<file path="src/rtl/fifo_wr_arbiter_if.sv">
// Write-side bundle between the requesters, the arbiter and the FIFO.
// master = requester/FIFO side, slave = arbiter.
interface fifo_wr_arbiter_if #(
  parameter int WIDTH = 8,
  parameter int NREQ  = 4,
  parameter int IDXW  = 2
);
  logic [NREQ-1:0]       req_valid;
  logic [NREQ-1:0]       req_last;
  logic [NREQ*WIDTH-1:0] req_data;
  logic [NREQ-1:0]       req_ready;
  logic                  fifo_wren;
  logic [WIDTH-1:0]      fifo_datain;
  logic                  fifo_wrfull;
  logic [IDXW-1:0]       grant_id;
  logic                  busy;

  modport master (
    output req_valid,
    output req_last,
    output req_data,
    output fifo_wrfull,
    input  req_ready,
    input  fifo_wren,
    input  fifo_datain,
    input  grant_id,
    input  busy
  );

  modport slave (
    input  req_valid,
    input  req_last,
    input  req_data,
    input  fifo_wrfull,
    output req_ready,
    output fifo_wren,
    output fifo_datain,
    output grant_id,
    output busy
  );
endinterface

</file>
<file path="src/rtl/fifo_wr_arbiter.sv">
// Round-robin burst arbiter for the FIFO write port.
// Optional stall counter: FIFO_WR_ARB_STALL_CNT_EN.
module fifo_wr_arbiter #(
  parameter int WIDTH     = 8,
  parameter int NREQ      = 4,
  parameter int IDXW      = 2,
  parameter int MAX_BURST = 4
) (
  input logic clk,
  input logic reset_,
  fifo_wr_arbiter_if.slave bus
`ifdef FIFO_WR_ARB_STALL_CNT_EN
  ,
  output logic [15:0] stall_cnt
`endif
);

  localparam logic [0:0] S_IDLE  = 1'b0;
  localparam logic [0:0] S_BURST = 1'b1;

  logic [0:0]       state_q, state_d;
  logic [IDXW-1:0]  grant_q, grant_d;
  logic [3:0]       beat_q, beat_d;
  logic [IDXW-1:0]  pick;
  logic             found;
  logic             burst;
  logic             vg, lg;
  logic [WIDTH-1:0] dg;
  logic             acc;
  logic             rel;
  logic             last_beat;

  assign burst = (state_q == S_BURST);

  // Fetch the granted requester's valid/last/data.
  always_comb begin
    vg = 1'b0;
    lg = 1'b0;
    dg = '0;
    for (int i = 0; i < NREQ; i++) begin
      if (IDXW'(i) == grant_q) begin
        vg = bus.req_valid[i];
        lg = bus.req_last[i];
        dg = bus.req_data[i*WIDTH +: WIDTH];
      end
    end
  end

  // Round-robin search starting just after the last grant.
  always_comb begin
    pick  = grant_q;
    found = 1'b0;
    for (int k = 1; k <= NREQ; k++) begin
      if (!found &&
          bus.req_valid[(int'(grant_q) + k) % NREQ]) begin
        pick  = IDXW'((int'(grant_q) + k) % NREQ);
        found = 1'b1;
      end
    end
  end

  assign acc       = burst & vg & ~bus.fifo_wrfull;
  assign last_beat = lg | (beat_q == 4'(MAX_BURST - 1));
  assign rel       = burst & (~vg | (acc & last_beat));

  // Ready goes only to the granted requester.
  always_comb begin
    bus.req_ready = '0;
    for (int i = 0; i < NREQ; i++) begin
      if (burst && IDXW'(i) == grant_q) begin
        bus.req_ready[i] = ~bus.fifo_wrfull;
      end
    end
  end

  // FIFO write side and status outputs.
  always_comb begin
    bus.fifo_wren   = acc;
    bus.fifo_datain = burst ? dg : '0;
    bus.grant_id    = grant_q;
    bus.busy        = burst;
  end

  // Next-state: grant in IDLE, count and release in BURST.
  always_comb begin
    state_d = state_q;
    grant_d = grant_q;
    beat_d  = beat_q;
    unique case (1'b1)
      (state_q == S_IDLE): begin
        if (found) begin
          state_d = S_BURST;
          grant_d = pick;
        end
      end
      (state_q == S_BURST): begin
        if (rel) begin
          state_d = S_IDLE;
          beat_d  = '0;
        end else if (acc) begin
          beat_d = beat_q + 4'd1;
        end
      end
      default: begin
        state_d = S_IDLE;
        beat_d  = '0;
      end
    endcase
  end

  // State, grant and beat registers.
  always_ff @(posedge clk or negedge reset_) begin
    if (!reset_) begin
      state_q <= S_IDLE;
      grant_q <= IDXW'(NREQ - 1);
      beat_q  <= '0;
    end else begin
      state_q <= state_d;
      grant_q <= grant_d;
      beat_q  <= beat_d;
    end
  end

`ifdef FIFO_WR_ARB_STALL_CNT_EN
  logic [15:0] stall_q;

  // Saturating count of cycles the granted requester waits on full.
  always_ff @(posedge clk or negedge reset_) begin
    if (!reset_) begin
      stall_q <= '0;
    end else if (burst && vg && bus.fifo_wrfull &&
                 stall_q != 16'hFFFF) begin
      stall_q <= stall_q + 16'd1;
    end
  end

  assign stall_cnt = stall_q;
`endif

endmodule

</file>
<file path="src/flat_wrapper.sv">
// flat-port wrapper written by rule: the top's interface ports become plain ports
module fifo_wr_arbiter_flat 
#(
  parameter int WIDTH     = 8,
  parameter int NREQ      = 4,
  parameter int IDXW      = 2,
  parameter int MAX_BURST = 4
)
  (clk, reset_, bus_req_valid, bus_req_last, bus_req_data, bus_fifo_wrfull, bus_req_ready, bus_fifo_wren, bus_fifo_datain, bus_grant_id, bus_busy);
  fifo_wr_arbiter_if #(.WIDTH(WIDTH), .NREQ(NREQ), .IDXW(IDXW)) bus_i ();
  input logic clk;
  input logic reset_;
  input wire logic [$bits(bus_i.req_valid)-1:0] bus_req_valid;
  input wire logic [$bits(bus_i.req_last)-1:0] bus_req_last;
  input wire logic [$bits(bus_i.req_data)-1:0] bus_req_data;
  input wire logic [$bits(bus_i.fifo_wrfull)-1:0] bus_fifo_wrfull;
  output wire logic [$bits(bus_i.req_ready)-1:0] bus_req_ready;
  output wire logic [$bits(bus_i.fifo_wren)-1:0] bus_fifo_wren;
  output wire logic [$bits(bus_i.fifo_datain)-1:0] bus_fifo_datain;
  output wire logic [$bits(bus_i.grant_id)-1:0] bus_grant_id;
  output wire logic [$bits(bus_i.busy)-1:0] bus_busy;
  assign bus_i.req_valid = bus_req_valid;
  assign bus_i.req_last = bus_req_last;
  assign bus_i.req_data = bus_req_data;
  assign bus_i.fifo_wrfull = bus_fifo_wrfull;
  assign bus_req_ready = bus_i.req_ready;
  assign bus_fifo_wren = bus_i.fifo_wren;
  assign bus_fifo_datain = bus_i.fifo_datain;
  assign bus_grant_id = bus_i.grant_id;
  assign bus_busy = bus_i.busy;
  fifo_wr_arbiter #(.WIDTH(WIDTH), .NREQ(NREQ), .IDXW(IDXW), .MAX_BURST(MAX_BURST)) u_core (.clk(clk), .reset_(reset_), .bus(bus_i));
endmodule
</file>
<file path="config.mk">
export PLATFORM = sky130hd
export DESIGN_NAME = fifo_wr_arbiter_flat
export DESIGN_NICKNAME = d
export VERILOG_FILES = /design/src/rtl/fifo_wr_arbiter_if.sv /design/src/rtl/fifo_wr_arbiter.sv /design/src/flat_wrapper.sv
export SDC_FILE = /design/constraint.sdc
export NUM_CORES = 1
export LEC_CHECK = 0
export ABC_AREA = 1
export BUFFER_PORTS_ARGS = -buffer_cell sky130_fd_sc_hd__buf_2
export CAP_MARGIN = 15
export CORE_MARGIN = 2
export CORE_UTILIZATION = 39
export DETAILED_ROUTE_END_ITERATION = 8
export GPL_TIMING_DRIVEN = 0
export MAX_ROUTING_LAYER = met4
export PLACE_DENSITY = 0.76
export REMOVE_ABC_BUFFERS = 1
export SLEW_MARGIN = 25
export SYNTH_ARGS = -nofsm -noshare
export SYNTH_HDL_FRONTEND = slang
export SYNTH_SLANG_ARGS = --single-unit
</file>
<file path="constraint.sdc">
create_clock -name clk -period 2 [get_ports clk]
set_input_delay 0.4 -clock clk [delete_from_list [all_inputs] [get_ports clk]]
set_output_delay 0.4 -clock clk [all_outputs]
set_load 0.01 [all_outputs]
</file>
# Word level (Yosys, flattened, before mapping)
# Index checks and enable logic that the tools add are counted.
totals:
  regBits: 7
  input_bits: 43
  out_inout_bits: 16
  elab_cells: 91
classes:
  addsub: 5
  n_lt_le_gt_ge: 4
  n_eq_ne: 5
  muxes: 43
  n_bitwise: 13
  n_reduce_logical: 18
ops:
  columns: ["op", "n"]
  rows:
  - ["8-bit 2-to-1 mux", 5]
  - ["1-bit 2-to-1 mux", 26]
  - ["3-bit by 4-bit less-than comparator with 1-bit output, second input constant", 4]
  - ["1-bit binary-select mux with 2-bit select", 4]
  - ["2-bit 2-to-1 mux", 4]
  - ["4-bit 2-to-1 mux", 2]
  - ["4-bit case mux with 2 select lines", 1]
  - ["2-bit OR reduction", 4]
  - ["1-bit logical AND", 7]
  - ["2-bit by 1-bit adder with 2-bit output, second input constant", 2]
  - ["2-bit adder, second input constant", 2]
  - ["4-bit by 1-bit adder with 4-bit output, second input constant", 1]
  - ["1-bit AND", 4]
  - ["1-bit AND, first input constant", 4]
  - ["2-bit equality test, first input constant", 2]
  - ["4-bit by 2-bit equality test with 1-bit output, second input constant", 1]
  - ["4-bit nonzero test", 1]
  - ["1-bit zero test", 3]
  - ["3-bit != test, second input constant", 1]
  - ["1-bit inverter", 3]
  - ["3-bit AND reduction", 1]
  - ["1-bit by 2-bit equality test with 1-bit output, first input constant", 1]
  - ["2-bit zero test", 1]
  - ["1-bit OR", 2]
  - ["2 further kinds", 2]

# Logic depth before layout (Yosys ltp)
# Gate-level depths: netlist of run 1.
depth:
  depth_word: 18
  depth_mapped: 11
  ltp_nobuf: 10

# Worst setup path after synthesis of run 1
# Ideal clock, no wire load.
synth_path:
  kind: "register to output"
  start: "reg u_core.grant_q[0], in the netlist u_core.bus.grant_id[0]"
  end: "out bus_fifo_datain[0]"
  arrival_ns: 1.665
  required_time_ns: 1.600
  slack_ns: -0.065
  stages_incl_launch_ff: 7
  n_path_buf: 1
  cell_sequence: "dfstp_2 inv_2 ha_1 inv_1 clkbuf_1 o21ai_0 a21oi_1"
synth_between:
  elab_chain_len: 6
  elab_cells_between_ends: 9
  classes_between: "3 x eq/ne; 5 x mux; 1 x reduce/logical"
synth_rtl:
  columns: ["element", "line_no", "source"]
  rows:
  - ["start: declaration", "fifo_wr_arbiter.sv:22", "logic [IDXW-1:0] grant_q, grant_d;"]
  - ["start signal: assignment", "fifo_wr_arbiter.sv:115", "grant_q <= IDXW'(NREQ - 1);"]
  - ["start signal: assignment", "fifo_wr_arbiter.sv:119", "grant_q <= grant_d;"]
  - ["2-bit zero test", "fifo_wr_arbiter.sv:41", "if (IDXW'(i) == grant_q) begin"]
  - ["8-bit 2-to-1 mux (3 in a row)", "fifo_wr_arbiter.sv:41", null]
  - ["8-bit 2-to-1 mux (*)", "fifo_wr_arbiter.sv:41", null]
  - ["8-bit 2-to-1 mux (*)", "fifo_wr_arbiter.sv:79", "bus.fifo_datain = burst ? dg : '0;"]
  - ["end: declaration", "flat_wrapper.sv:19", "output wire logic [$bits(bus_i.fifo_datain)-1:0] bus_fifo_datain;"]
# Every way passes the cells marked *; elsewhere a longest branch is shown, timed or not.

# Worst setup path after layout of run 1
layout_path:
  start: "reg u_core.grant_q[1], in the netlist u_core.bus.grant_id[1]"
  end: "out bus_fifo_datain[7]"
# The elaborated chain is that of the path after synthesis.

==> reports/metrics.csv, run 1 <==
stage,metric,value,unit
yosys,synth_cell_types,22,
critical_path,critPathKind,register to output port,
drt,drt_wl_total,3.71,mm
yosys,synth_xor_area_share,1.77,%
yosys,syn_inst,169,
timing,fin_skew,0.000583,ns
yosys,yosysWarningCount,0,
placed_design,dp_slack,-0.342,ns
drt,wire_per_inst,12.9,um
yosys,avgSynthCellArea,5.87,um2
yosys,synth.top_cell.area_share,15.9,%
flow_run,maxCapViolCount,0,
global_routing,grt_pass1_vias,1269,
layout,nets,307,
global_routing,grt_overflow_total,0,
critical_path,ff2ff_setup_slack,-0.13,ns
critical_path,path_cells,inv_4 -> ha_4 -> buf_4 -> a21oi_1 -> o21ai_1 -> o21ai_1 -> a21oi_1 -> buf_2,
cts,cts_buffers,3,
pwr,netSwitchingPower,1.54,mW
yosys,ys_ff_latch,7,
drt,drc,0,
critical_path,cp_top_family,flip-flops,
yosys,synth_top_family_by_area,simple AND/OR/NAND/NOR gates,
drt,drt_iter0_markers,29,
critical_path,worst_path_largest_cell_delay,0.62,ns
pwr,p_per_area,1750,mW/mm2
yosys,ys_seq_area_share,17.9,%
layout,layout-drive-gt1-share,51.2,%
critical_path,required,1.60,ns
cts,cts_sinks,7,
run_status,outcome,"finished, violations left",
cts,clockBufferDepth,2,
pwr,leakage,0.941,nW
die,initial_core_util,40.4,%
placed_design,place_inst,251,
global_routing,track_usage,25.3,%
global_routing,antenna_found_initial,0,
cts,clk_latency,0.25,ns
layout,n_fill_cell,204,
timing,relSlewSlack,81.1,%
placed_design,globalplace.congestion,0.821,
yosys,synth_top_area_cell,nand2_1,
timing,fmax,442,MHz
layout,stdcell_count,288,
critical_path,worst_setup_path_start_kind,register,
die,core-area,0.00245,mm2
critical_path,r2r_end,u_core.beat_q[0],
die,dieArea,0.00296,mm2
drt,vias,1495,
layout,antenna_cells,0,
critical_path,crit_cells,8,
cts,clk_pin_slew,0.05,ns
cts,cts_htree_levels,1,
timing,rsz0062_at_grt,true,
drt,viasPerCell,5.19,
placed_design,port_buffers,58,
die,std_cell_rows,18,
pwr,power_frac_seq,9.8,%
critical_path,crit_fanout,7,
die,die_y,54.4,um
pwr,vdd_drop_max,0.00119,V
timing,setup_violations,17,
pwr,switching_share,50.0,%
timing,hold_violations,0,
yosys,synthSimpleGateAreaFrac,42.6,%
run_status,failed_checks,negative setup slack,
layout,seq_area,179,um2
layout,multi_input_area,845,um2
pwr,intPower,1.54,mW
layout,syn2layout_area_growth,77.2,%
yosys,synth_compound_area_share,24.2,%
timing,report.final.slew_viol_count,0,
yosys,netlist_top_cells_area,"nand2_1 16%, dfrtp_1 13%, o21ai_0 12%, a21oi_1 9.6%, nor2_1 7.2%",
die,pin_count,59,
critical_path,worstRegToRegCells,14,
die,die_width,54.4,um
timing,worst-slew-pin-transition,0.284,ns
timing,whs,0.505,ns
yosys,synth_area,992,um2
pwr,pwr-share-comb,86.2,%
timing,min_period,2.26,ns
pwr,p_clk_share,4.0,%
yosys,synth_fa_ha_area_share,6.31,%
critical_path,arrival,1.86,ns
placed_design,hpwl,2.17,mm
timing,worst_slack,-0.263,ns
critical_path,cp_num_buf_inv,3,
global_routing,grt_pass1_wl,5.31,mm
critical_path,regToRegStartpoint,u_core.bus.grant_id[0],
worst_hold_path,min_path_type,input pin to async pin,
timing,min_period_over_period,113,%
critical_path,cp_slowest_cell,dfstp_2,
critical_path,cp-end-kind,output port,
drt,ant_nets,0,
global_routing,grt_max_degree,15,
critical_path,startpoint,u_core.bus.grant_id[1],
cts,cts-root-buf,clkbuf_4,
cts,cts_tree,yes,
drt,firstDrtPassIters,4,
yosys,synth.mux.area_fraction,0,%
logic make-up (layout without fill, tap and decap cells):
family | Yosys count | in the layout
AND/OR/NAND/NOR | 90 | 90
XOR/XNOR | 2 | 2
AO/OA/AOI/OAI | 47 | 47
flip-flops | 7 | 7
buffers and inverters | 18 | 107
adder cells (fa/ha/maj) | 5 | 5
through the flow:
step                instance area [um2]  TNS, ns  total power, mW  utilization (%)
floorplan                           966   -0.918             1.48                -
global placement                   1290    -3.80             1.91             52.7
detailed placement                 1290    -3.44             1.92             52.7
CTS                                1660    -1.37             2.78             67.8
global route                       1760    -4.29             3.39             71.6
finish                             1760    -2.42             3.08             71.6
state kept, by name, summed over array words and instances, names as in the netlist:
signal / count
u_core.beat_q: 4
u_core.bus.grant_id: 2
u_core.bus.busy: 1
layout make-up:
cell class	count	share of cell area [%]
Sequential cell	7	10.2
Clock buffer	4	1.49
Tap cell	30	2.14
Timing Repair inverter	1	0.214
Inverter	12	3.70
Multi-Input combinational cell	144	48.0
Timing Repair Buffer	90	34.2
worst reg2reg max path, cell delays in order, from the launching register on:
cell	delay, ns
dfstp_2	0.59
buf_12	0.13
inv_6	0.04
ha_4	0.17
clkinvlp_4	0.10
buf_6	0.11
nand3_2	0.08
nand2_2	0.09
nand2_2	0.08
buf_6	0.13
buf_4	0.12
buf_6	0.11
nor2_4	0.16
nand2_2	0.07
o21ai_2	0.11
worst max path at each step:
stage	end	slack [ns]
after floorplan	bus_fifo_datain[0]	-0.11
after global placement	bus_fifo_datain[3]	-0.37
after detailed placement	bus_fifo_datain[3]	-0.34
after CTS	bus_fifo_datain[3]	-0.16
after global routing	bus_fifo_datain[7]	-0.37
final	bus_fifo_datain[7]	-0.26
power groups by stage:
| stage | combinational [mW] | clock (mW) | sequential (mW) |
|---|---|---|---|
| 4_1_cts | 2.35 | 0.130 | 0.295 |
| 6_report | 2.65 | 0.123 | 0.301 |
| 5_1_grt | 2.93 | 0.147 | 0.309 |
| 3_3_place_gp | 1.61 | 0 | 0.299 |
| 3_5_place_dp | 1.62 | 0 | 0.298 |
| 2_1_floorplan | 1.19 | 0 | 0.285 |
routing by layer:
| layer | global-route usage (%) | wire, um |
|---|---|---|
| met5 | - | 0 |
| met1 | 28.0 | 1460 |
| met3 | 4.64 | 319 |
| met4 | 12.5 | 42 |
| met2 | 43.6 | 1880 |
cells in the mapped netlist:
cell and count:
o21ai_1 2, nor2_1 19, nand2_4 2, inv_2 1, nand3_1 14, inv_1 11
o21ai_0 24, a21boi_0 1, nand2_1 42, dfrtp_1 5, a21oi_1 19, nand4_1 2
xor2_1 2, nand2_2 5, buf_2 3, nor2_2 1, nor2_4 1, dfstp_2 2
ha_1 5, nand3_2 4, clkbuf_1 3, o211ai_1 1
placed cells by master (no fill, tap or decap), types with 2 or more instances in the layout:
master	netlist	routed
a21oi_1	19	15
a21oi_2	0	4
buf_12	0	2
buf_2	3	57
buf_4	0	19
buf_6	0	11
clkbuf_4	0	3
clkinvlp_4	0	2
dfrtp_1	5	4
dfstp_2	2	2
ha_4	0	4
inv_1	11	7
inv_6	0	2
nand2_1	42	38
nand2_2	5	9
nand2_4	2	2
nand3_1	14	12
nand3_2	4	6
nand4_1	2	2
nor2_1	19	16
nor2_2	1	3
nor2_4	1	2
o21ai_0	24	7
o21ai_1	2	18
xor2_1	2	2
what timing repair did:
action	CTS	global route
cloned	1	0
buffers inserted	27	4
gates resized for setup	41	21
hold buffers	1	0
pin swaps	6	3
endpoints found under the setup margin	18	18
hold endpoints to repair	5	0
No activity file was read; power rests on OpenSTA's default activity.
==> run 2, diff against run 1 <==
--- a/config.mk
+++ b/config.mk
@@ -13,7 +13,7 @@
 export DETAILED_ROUTE_END_ITERATION = 8
 export GPL_TIMING_DRIVEN = 0
 export MAX_ROUTING_LAYER = met4
-export PLACE_DENSITY = 0.76
+export PLACE_DENSITY = 0.8
 export REMOVE_ABC_BUFFERS = 1
 export SLEW_MARGIN = 25
 export SYNTH_ARGS = -nofsm -noshare
==> reports/metrics.csv, run 2 (synthesized netlist as in run 1, its figures left out) <==
stage,metric,value,unit,change
run_status,outcome,"finished, violations left",,unchanged
critical_path,required,1.60,ns,about the same
cts,clk_latency,0.24,ns,was 0.25 ns
layout,layout-drive-gt1-share,48.8,%,was 51.2%
critical_path,arrival,1.81,ns,was 1.86 ns
die,die_width,54.4,um,unchanged
layout,antenna_cells,0,,unchanged
die,initial_core_util,40.4,%,unchanged
placed_design,port_buffers,58,,unchanged
critical_path,cp_slowest_cell,dfstp_2,,unchanged
die,pin_count,59,,unchanged
timing,setup_violations,11,,was 17
critical_path,worst_path_largest_cell_delay,0.63,ns,was 0.62 ns
pwr,p_per_area,1720,mW/mm2,was 1750 mW/mm2
cts,cts_sinks,7,,unchanged
layout,largest_reg_flops,4,,unchanged
layout,stdcell_count,282,,was 288
timing,setup_tns,-1.93,ns,was -2.42 ns
die,dieArea,0.00296,mm2,unchanged
critical_path,path_common_cell,o21ai_1,,
global_routing,track_usage,22.0,%,was 25.3%
timing,report.final.slew_viol_count,0,,unchanged
layout,layout_common_cells,"58 x buf_2, 39 x nand2_1, 19 x buf_4",,"was 57 x buf_2, 38 x nand2_1, 19 x buf_4"
layout,syn2layout_area_growth,67.1,%,was 77.2%
drt,wire_per_inst,13.5,um,was 12.9 um
timing,worst_slack,-0.212,ns,was -0.263 ns
timing,worst-slew-pin-transition,0.240,ns,was 0.284 ns
global_routing,grt_pass1_vias,1115,,was 1269
cts,cts_htree_levels,1,,unchanged
critical_path,worst_setup_path_start_kind,register,,unchanged
pwr,vdd_drop_max,0.00109,V,was 0.00119 V
timing,rsz0062_at_grt,true,,unchanged
global_routing,grt_overflow_total,0,,unchanged
critical_path,path_cells,ha_4 -> clkinvlp_4 -> buf_12 -> o21ai_1 -> o21ai_1 -> a21oi_1 -> buf_2,,was inv_4 -> ha_4 -> buf_4 -> a21oi_1 -> o21ai_1 -> o21ai_1 -> a21oi_1 -> buf_2
timing,min_period_over_period,111,%,was 113%
drt,drt_wl_total,3.82,mm,was 3.71 mm
placed_design,globalplace.congestion,0.858,,was 0.821
layout,final_common_cell,buf_2,,unchanged
die,die_y,54.4,um,unchanged
drt,drt_iter0_markers,30,,was 29
timing,fmax,452,MHz,was 442 MHz
layout,regMostFlops,u_core.beat_q,,unchanged
drt,drc,0,,unchanged
cts,clk_pin_slew,0.05,ns,about the same
run_status,failed_checks,negative setup slack,,unchanged
cts,cts_tree,yes,,unchanged
global_routing,grt_pass1_wl,4.73,mm,was 5.31 mm
cts,clockBufferDepth,2,,unchanged
critical_path,cp_num_buf_inv,3,,unchanged
critical_path,cp-end-kind,output port,,unchanged
layout,nets,301,,was 307
worst_hold_path,min_path_type,input pin to async pin,,unchanged
timing,relSlewSlack,83.9,%,was 81.1%
placed_design,hpwl,2.12,mm,was 2.17 mm
drt,firstDrtPassIters,5,,was 4
critical_path,crit_fanout,13,,was 7
critical_path,cp_top_family,flip-flops,,unchanged
flow_run,maxCapViolCount,0,,unchanged
cts,cts_buffers,3,,unchanged
timing,fin_skew,0.000596,ns,was 0.000583 ns
timing,min_period,2.21,ns,was 2.26 ns
drt,vias,1509,,was 1495
pwr,leakage,0.892,nW,was 0.941 nW
critical_path,critPathKind,register to output port,,unchanged
die,std_cell_rows,18,,unchanged
drt,viasPerCell,5.35,,was 5.19
global_routing,antenna_found_initial,0,,unchanged
cts,cts-root-buf,clkbuf_4,,unchanged
timing,whs,0.500,ns,was 0.505 ns
timing,hold_violations,0,,unchanged
die,core-area,0.00245,mm2,unchanged
global_routing,grt_max_degree,15,,unchanged
placed_design,place_inst,251,,unchanged
drt,ant_nets,0,,unchanged
placed_design,dp_slack,-0.365,ns,was -0.342 ns
-- run 2: cell types whose count changed in the layout (fill, tap and decap cells not counted), sizes merged --
cell / delta
clkinvlp: +2
buf: -7
inv: -1
-- run 2: area by class of cell --
class / instances / area [um2]
timing repair buffer: 83 / 508
multi-input combinational: 144 / 827
timing repair inverter: 2 / 15.0
tap: 30 / 37.5
sequential: 7 / 179
clock buffer: 4 / 26.3
fill: 226 / 797
inverter: 12 / 65.1
-- run 2: timing repair --
action / CTS / global route
endpoints found under the setup margin: 18 / 17
cloned: 1 / 1
hold buffers: 1 / 0
buffers inserted: 14 / 10
resized for setup: 33 / 20
endpoints found under the hold margin: 5 / 0
pin swaps: 1 / 6
-- run 2: path summary, 6_finish.rpt --
check,start,endpoint,slack (ns),cells after the start
setup / recovery,u_core.bus.grant_id[1],bus_fifo_datain[7],-0.21,7
hold / removal,reset_,u_core.beat_q[3],0.50,2
setup reg to reg,u_core.bus.grant_id[1],u_core.beat_q[0],0.09,11
hold reg to reg,u_core.beat_q[1],u_core.beat_q[1],0.52,2
max in group asynchronous,reset_,u_core.bus.grant_id[1],1.28,2
min in group clk,u_core.beat_q[1],u_core.beat_q[1],0.52,2
-- run 2: per-stage QoR --
step / area (um2) / util, % / power, mW
2_1_floorplan: 966 / - / 1.48
3_3_place_gp: 1290 / 52.7 / 1.91
3_5_place_dp: 1290 / 52.7 / 1.93
4_1_cts: 1520 / 61.8 / 2.50
5_1_grt: 1660 / 67.5 / 3.12
6_report: 1660 / 67.5 / 2.85
-- run 2: worst register-to-register path, cell delays in order (launching register included) --
cell and delay (ns):
dfstp_2 0.63, inv_4 0.08, ha_4 0.21, buf_6 0.14, buf_4 0.13, a21oi_2 0.11, nand2_1 0.06, nand2_1 0.06
nand2_1 0.08, nor2_4 0.14, nand2_1 0.08, o21ai_2 0.12
-- run 2: per-layer routing --
| layer | GRT usage [%] | vias up | wire, um | part of all wire, % |
|---|---|---|---|---|
| li1 | - | 732 | - | - |
| met1 | 25.4 | 685 | 1450 | 38 |
| met2 | 38.6 | 78 | 1950 | 51 |
| met3 | 3.28 | 14 | 304 | 8.0 |
| met4 | 7.92 | 0 | 112 | 2.9 |
| met5 | - | - | 0 | 0 |
-- run 2: power by group --
| group | switching [mW] | internal (mW) |
|---|---|---|
| registers | 0.0727 | 0.206 |
| logic | 1.37 | 1.08 |
| clock network | 0.0468 | 0.0758 |
| total | 1.49 | 1.36 |
